$ cat config.mk
export PLATFORM = sky130hd
export DESIGN_NAME = block_transfer_sequencer
export DESIGN_NICKNAME = d
export VERILOG_FILES = /design/src/rtl/block_transfer_sequencer.sv
export SDC_FILE = /design/constraint.sdc
export NUM_CORES = 1
export LEC_CHECK = 0
export CAP_MARGIN = 20
export CORE_MARGIN = 8
export CORE_UTILIZATION = 50
export DETAILED_ROUTE_END_ITERATION = 6
export PLACE_DENSITY = 0.72
export SETUP_SLACK_MARGIN = 0.05
export SYNTH_ARGS = -nofsm -noshare
export SYNTH_HDL_FRONTEND = slang
export SYNTH_SLANG_ARGS = --single-unit
$ cat constraint.sdc
create_clock -name clk -period 6.7 [get_ports clk]
set_input_delay 2.01 -clock clk [delete_from_list [all_inputs] [get_ports clk]]
set_output_delay 2.01 -clock clk [all_outputs]
set_load 0.01 [all_outputs]
$ cat src/rtl/block_transfer_sequencer.sv
// Load/store-multiple sequencer: walks a 16-bit register list lowest-first, issuing one
// memory transfer per set bit at ascending word addresses, then reports base writeback.
module block_transfer_sequencer #(
    parameter int ADDR_W     = 32,
    parameter int WORD_BYTES = 4
) (
    input  logic              clk,
    input  logic              reset_n,
    input  logic              start,
    input  logic [15:0]       reg_list,
    input  logic [ADDR_W-1:0] base_addr,
    input  logic              load,
    input  logic              pre_index,
    input  logic              up,
    input  logic              writeback,
    input  logic              mem_ack,
    output logic              busy,
    output logic              mem_req,
    output logic              mem_we,
    output logic [ADDR_W-1:0] mem_addr,
    output logic [3:0]        reg_address,
    output logic              rf_we,
    output logic              rf_re,
    output logic [4:0]        xfer_count,
    output logic              done,
    output logic              wb_en,
    output logic [ADDR_W-1:0] wb_value
);

    typedef enum logic [1:0] {IDLE, SETUP, XFER, FINISH} state_t;

    localparam logic [ADDR_W-1:0] STRIDE = ADDR_W'(WORD_BYTES);

    state_t            state, state_next;
    logic [15:0]       list_r;
    logic [ADDR_W-1:0] base_r;
    logic [ADDR_W-1:0] addr_r;
    logic [ADDR_W-1:0] wb_r;
    logic              load_r, pre_r, up_r, wbk_r;
    logic [4:0]        n_r;
    logic [4:0]        count_r;
    logic [3:0]        reg_r;

    logic [15:0]       list_next;
    logic [4:0]        n_setup;
    logic [ADDR_W-1:0] span;
    logic [ADDR_W-1:0] start_addr;
    logic [ADDR_W-1:0] wb_calc;

    function automatic logic [4:0] popcount16(input logic [15:0] v);
        logic [4:0] c;
        c = '0;
        for (int i = 0; i < 16; i++) c = c + 5'(v[i]);
        return c;
    endfunction

    function automatic logic [3:0] lowest_set(input logic [15:0] v);
        logic [3:0] idx;
        idx = '0;
        for (int i = 15; i >= 0; i--) if (v[i]) idx = 4'(i);
        return idx;
    endfunction

    // Clearing the lowest set bit yields the list remaining after the current transfer.
    assign list_next = list_r & (list_r - 16'd1);

    always_comb begin
        n_setup = popcount16(list_r);
        span    = ADDR_W'(n_setup) * STRIDE;
        unique case ({pre_r, up_r})
            2'b01:   start_addr = base_r;
            2'b11:   start_addr = base_r + STRIDE;
            2'b00:   start_addr = base_r - span + STRIDE;
            default: start_addr = base_r - span;
        endcase
        wb_calc = up_r ? (base_r + span) : (base_r - span);
    end

    always_ff @(posedge clk or negedge reset_n) begin
        if (!reset_n) state <= IDLE;
        else          state <= state_next;
    end

    always_comb begin
        state_next = state;
        mem_req    = 1'b0;
        done       = 1'b0;
        wb_en      = 1'b0;
        unique case (state)
            IDLE:   if (start) state_next = SETUP;
            SETUP:  state_next = (n_setup == 5'd0) ? FINISH : XFER;
            XFER: begin
                mem_req = 1'b1;
                if (mem_ack && (list_next == 16'd0)) state_next = FINISH;
            end
            FINISH: begin
                done       = 1'b1;
                wb_en      = wbk_r & (n_r != 5'd0);
                state_next = IDLE;
            end
            default: state_next = IDLE;
        endcase
    end

    always_ff @(posedge clk or negedge reset_n) begin
        if (!reset_n) begin
            list_r  <= '0;
            base_r  <= '0;
            addr_r  <= '0;
            wb_r    <= '0;
            load_r  <= 1'b0;
            pre_r   <= 1'b0;
            up_r    <= 1'b0;
            wbk_r   <= 1'b0;
            n_r     <= '0;
            count_r <= '0;
            reg_r   <= '0;
        end else begin
            unique case (state)
                IDLE: begin
                    if (start) begin
                        list_r  <= reg_list;
                        base_r  <= base_addr;
                        load_r  <= load;
                        pre_r   <= pre_index;
                        up_r    <= up;
                        wbk_r   <= writeback;
                        count_r <= '0;
                    end
                end
                SETUP: begin
                    n_r    <= n_setup;
                    addr_r <= start_addr;
                    wb_r   <= wb_calc;
                    reg_r  <= lowest_set(list_r);
                end
                XFER: begin
                    if (mem_ack) begin
                        list_r  <= list_next;
                        addr_r  <= addr_r + STRIDE;
                        count_r <= count_r + 5'd1;
                        reg_r   <= lowest_set(list_next);
                    end
                end
                default: ;
            endcase
        end
    end

    assign busy        = (state != IDLE);
    assign mem_we      = mem_req & ~load_r;
    assign rf_re       = mem_req & ~load_r;
    assign rf_we       = mem_req & load_r & mem_ack;
    assign mem_addr    = addr_r;
    assign reg_address = reg_r;
    assign xfer_count  = count_r;
    assign wb_value    = wb_r;

endmodule

# Yosys cells after proc, flatten, opt, wreduce, memory -nomap -nowiden
# Cells that the tools add are included.
classes:
  n_eq_ne: 8
  n_mux: 51
  bitwise: 6
  reduce_logical: 13
  add_sub_neg: 22
op_table:
  columns: ["cell", "n"]
  rows:
  - ["$mux 4", 33]
  - ["$add 32x3->32 const B", 3]
  - ["$pmux 32 s3", 1]
  - ["$mux 32", 2]
  - ["$pmux 32 s2", 1]
  - ["$add 5x1->5", 11]
  - ["$add 32x7->32", 1]
  - ["$mux 16", 2]
  - ["$pmux 16 s2", 1]
  - ["$sub 32x7->32", 1]
  - ["$and 16x16->16", 1]
  - ["$logic_not 16->1", 1]
  - ["$sub 16x1->16 const B", 1]
  - ["$mux 5", 2]
  - ["$pmux 5 s2", 1]
  - ["$pmux 2 s4", 1]
  - ["$pmux 4 s2", 1]
  - ["$eq 2x2->1 const B", 3]
  - ["$ne 2x2->1 const B", 3]
  - ["$reduce_and 2->1", 3]
  - ["$reduce_bool 2->1", 3]
  - ["$add 4x1->5", 1]
  - ["$add 5x1->5 const B", 1]
  - ["$logic_not 5->1", 1]
  - ["other kinds (12)", 21]
totals:
  input_bits: 56
  reg_bits: 132

# Logic depth before layout (Yosys ltp)
depth:
  word_depth: 20
  depth_mapped: 27

# Worst setup path before layout
# OpenSTA, ideal clock, no wires.
synth_timing:
  path_kind: "flip-flop to flip-flop"
  from: "register list_r[13]"
  to: "register addr_r[30] (netlist: mem_addr[30])"
  slack_ps: -382
  path_stages_with_launch: 26
  arrival_time_ps: 6986
  n_path_buf: 2
  synth_period_minus_slack_ps: 7082
  required_ps: 6605
  cell_sequence: "dfrtp_1 > clkbuf_1 > inv_1 > fa_1 > inv_1 > fa_1 > fa_1 > inv_1 > fa_1 > inv_1 > ha_1 > fa_1 > xnor2_1 > inv_1 > ha_1 > buf_2 > nor2b_1 > a2111oi_2 > nor4_1 > xnor2_1 > or4_4 > or4_4 > nor3_4 > mux2i_1 > o221a_1 > o31ai_1"
synth_via:
  elab_chain_cells: 7
synth_lines:
  columns: ["element", "line_no", "source"]
  rows:
  - ["from (decl)", "35", "logic [15:0] list_r;"]
  - ["from (signal assigned)", "122", "list_r <= reg_list;"]
  - ["from (signal assigned)", "139", "list_r <= list_next;"]
  - ["$add 5x1->5 (*) (3 in series)", "53", "for (int i = 0; i < 16; i++) c = c + 5'(v[i]);"]
  - ["via n_setup[2]", "45", "logic [4:0] n_setup;"]
  - ["$sub 32x7->32 (*)", "73, 74", null]
  - ["$add 32x3->32", "73", "2'b00: start_addr = base_r - span + STRIDE;"]
  - ["$pmux 32 s3 (*)", "70", "unique case ({pre_r, up_r})"]
  - ["$pmux 32 s2 (*)", "119", "unique case (state)"]
  - ["to (signal assigned)", "133", "addr_r <= start_addr;"]
  - ["to (signal assigned)", "140", "addr_r <= addr_r + STRIDE;"]
  - ["to (decl)", "37", "logic [ADDR_W-1:0] addr_r;"]
# Mark *: on every way through the listed nets, which the timed path passes. The rest lies on a longest branch.
# A chain may end at the register's enable or synchronous reset.

# Final worst setup path
layout_timing:
  from: "register list_r[11]"
  to: "register addr_r[30] (netlist: mem_addr[30])"
layout_via:
  elab_chain_cells: 9
layout_lines:
  columns: ["element", "line_no"]
  rows:
  - ["$add 5x1->5 (*) (5 in series)", "53"]
  - ["$sub 32x7->32 (*)", "73, 74"]
  - ["$add 32x3->32", "73"]
  - ["$pmux 32 s3 (*)", "70"]
  - ["$pmux 32 s2 (*)", "119"]
# Mark *: on every way between the ends. The rest lies on a longest branch, timed or not.

==> reports/qor.csv <==
metric,value,unit
Rows,53,
Most Crowded Layer GR,met2,
GP Congestion,0.994,
Final Hold Viols,0,
Area growth syn-to-layout,25.1,%
antenna violations before repair,0,
Worst Hold Class,reg -> reg,
worst clock skew,0.0154,ns
largest net degree at the start of global routing,82,
Critical R2R Capture,mem_addr[30],
critical path startpoint category,register,
cts bufs inserted,17,
period utilization,1.00,
DR pass1 iterations,5,
"delay-heaviest family, CP",adder cells,
top post-synthesis cells by area,"dfrtp_1 (32%), mux2_2 (7.5%), xnor2_1 (5.1%)",
GR Util met3,0.0353,
gr usage total,0.260,
"EDFF count, synth",0,
cell with the most instances after synthesis,dfrtp_1,
post-synthesis register bit count,132,
register clock-pin slew on the reported worst setup and hold paths,0.06,ns
MaxCap Viol Count,0,
R2R depth,22,
failing checks,setup timing,
reg-to-reg startpoint,list_r[11],
IO Count,136,
prevailing post-synth register cell,dfrtp_1,
Yosys Warn Count,0,
synthesized area,10400,µm²
via count,10100,
clk buf depth,2,
Async SR Flop Fraction,1.00,
status,"complete, but fails checks",
core box area,20800,µm²
width of the die,161,µm
cell taking the most area after synthesis,dfrtp_1,
post-route minimum period,6.72,ns
Mapped Cells,1232,
first-pass GRT wire length,54100,µm
Inserted Diodes,0,
residual DRC count,0,
Yosys cell types,82,
"Avg Cell Area, Syn",8.48,µm²
WL final,34400,µm
pre-CTS WS,-0.0336,ns
Setup Crit Path Kind,reg -> reg,
met2 Use GR,0.418,
Worst slew margin,0.292,
Starting DRT DRC Count,1098,
Setup crit end,mem_addr[30],
setup ws final,-0.0182,ns
Worst Path Required,7.04,ns
Via density,6.09,
Synth top area share,0.316,
Mapped Nets,1329,
Final setup viols,1,
Routed Antenna Nets,0,
WP depth,22,
Initial Util,0.503,
CTS tree,built,
Avg WL per Cell,20.8,µm
met1 GRT Util,0.359,
Chip Height,161,µm
Slew @ Worst Pin,1.06,ns
layout cells sized above 1,0.162,
GRT overflow,0,
nets@finish,1462,
Commonest cells post-synth,"dfrtp_1 (132), nand2_1 (98), nor2_1 (96)",
peak per-stage delay on the critical path,0.58,ns
worst-path cell chain,"inv_2, fa_1, inv_2, fa_1, fa_1, inv_2, fa_1, inv_2, ha_4, fa_2, xnor2_2, ha_2, nor2_1, a2111oi_4, nor4_2, xnor2_1, or4_4, or4_4, nor3_4, mux2i_1, o221a_1, o31ai_1",
Worst setup EP type,register,
unrepaired setup endpoints after global routing,true,
vias in the first global route,9666,
CTS root buf,clkbuf_16,
H-tree depth,4,
crit path max fanout,5,
final count of pins violating max slew,0,
Worst setup startpoint,list_r[11],
fmax,0.149,GHz
CP max stage cell,or4_4,
IO Port Bufs,135,
hold-critical path depth,1,
Final Util,0.630,
Detail Placement HPWL,25100,µm
DIE AREA,25800,µm²
r2r setup slk,-0.02,ns
register area share after synthesis,0.316,
worst path arrival time,7.05,ns
WP buf/inv,4,
worst skew pair latency,0.43,ns
Sink Count,132,
worst min-delay path by stage:
stage	from	to	slack [ns]
CTS	n_r[3]	n_r[3]	0.51
global route	wb_value[29]	wb_value[29]	0.53
global placement	wb_value[2]	wb_value[2]	0.47
detailed placement	wb_value[31]	wb_value[31]	0.50
floorplan	n_r[3]	n_r[3]	0.47
finish	n_r[3]	n_r[3]	0.51
per-stage QoR:
stage	setup TNS [ns]	cells	instance area (µm²)	hold slack (ns)
2_1_floorplan	0	1232	10500	0.472
3_3_place_gp	0	1609	12200	0.471
3_5_place_dp	-0.0336	1609	12200	0.495
4_1_cts	0	1643	12900	0.506
5_1_grt	-0.703	1653	13100	0.527
6_report	-0.0182	1653	13100	0.506
cell type report:
cell class                      count  area [µm²]
Clock buffer                       18         429
Clock inverter                     14         143
Fill cell                        1827        7690
Inverter                           52         198
Multi-Input combinational cell    963        6810
Sequential cell                   132        3300
Tap cell                          275         344
Timing Repair Buffer              199        1840
layout by cell type (no fill, tap or decap), drive strengths merged, types with 9 or more instances in the layout:
master and instances:
inv 56, o21ai 80, mux2 70, a21oi 93
clkdlybuf4s50 134, a211oi 14, fa 12, or4 9
clkbuf 18, and3 21, a22o 10, nor2b 17
nor4 23, nand2b 13, a31oi 14, nand4 21
xnor2 62, o22ai 10, or3 11, xor2 35
nor3 48, a21o 16, o31ai 13, ha 29
nand2 99, nand3 35, nor2 96, buf 65
mux2i 12, dfrtp 132
routing by layer:
layer,part of all wire,vias up
met5,0,-
met4,0.017,0
met3,0.068,44
met2,0.47,441
met1,0.44,4831
li1,-,4745
sequential cells by signal, indices dropped and copies added, names as in the netlist, 2 cells and up:
name	flops
base_r	32
mem_addr	32
wb_value	32
list_r	16
n_r	5
xfer_count	5
reg_address	4
state	2
kinds of logic (layout without fill, tap and decap cells):
family | Yosys count | in the layout | share of synthesized area
flip-flops | 132 | 132 | 0.316
buffers and inverters | 137 | 283 | 0.0516
AND/OR/NAND/NOR | 416 | 416 | 0.203
multiplexers | 82 | 82 | 0.0869
XOR/XNOR | 97 | 97 | 0.0820
adder cells (fa/ha/maj) | 43 | 43 | 0.0596
AO/OA/AOI/OAI | 325 | 325 | 0.201
what timing repair did:
item / in CTS / in global routing
pin swaps: 3 / 22
buffers inserted: 2 / 11
endpoints found under the setup margin: 1 / 19
resized for setup: 8 / 32
hold buffers: 0 / 0
Power is not shown: default switching activity piles up to over one toggle a cycle in this logic, so the estimate is an artifact.
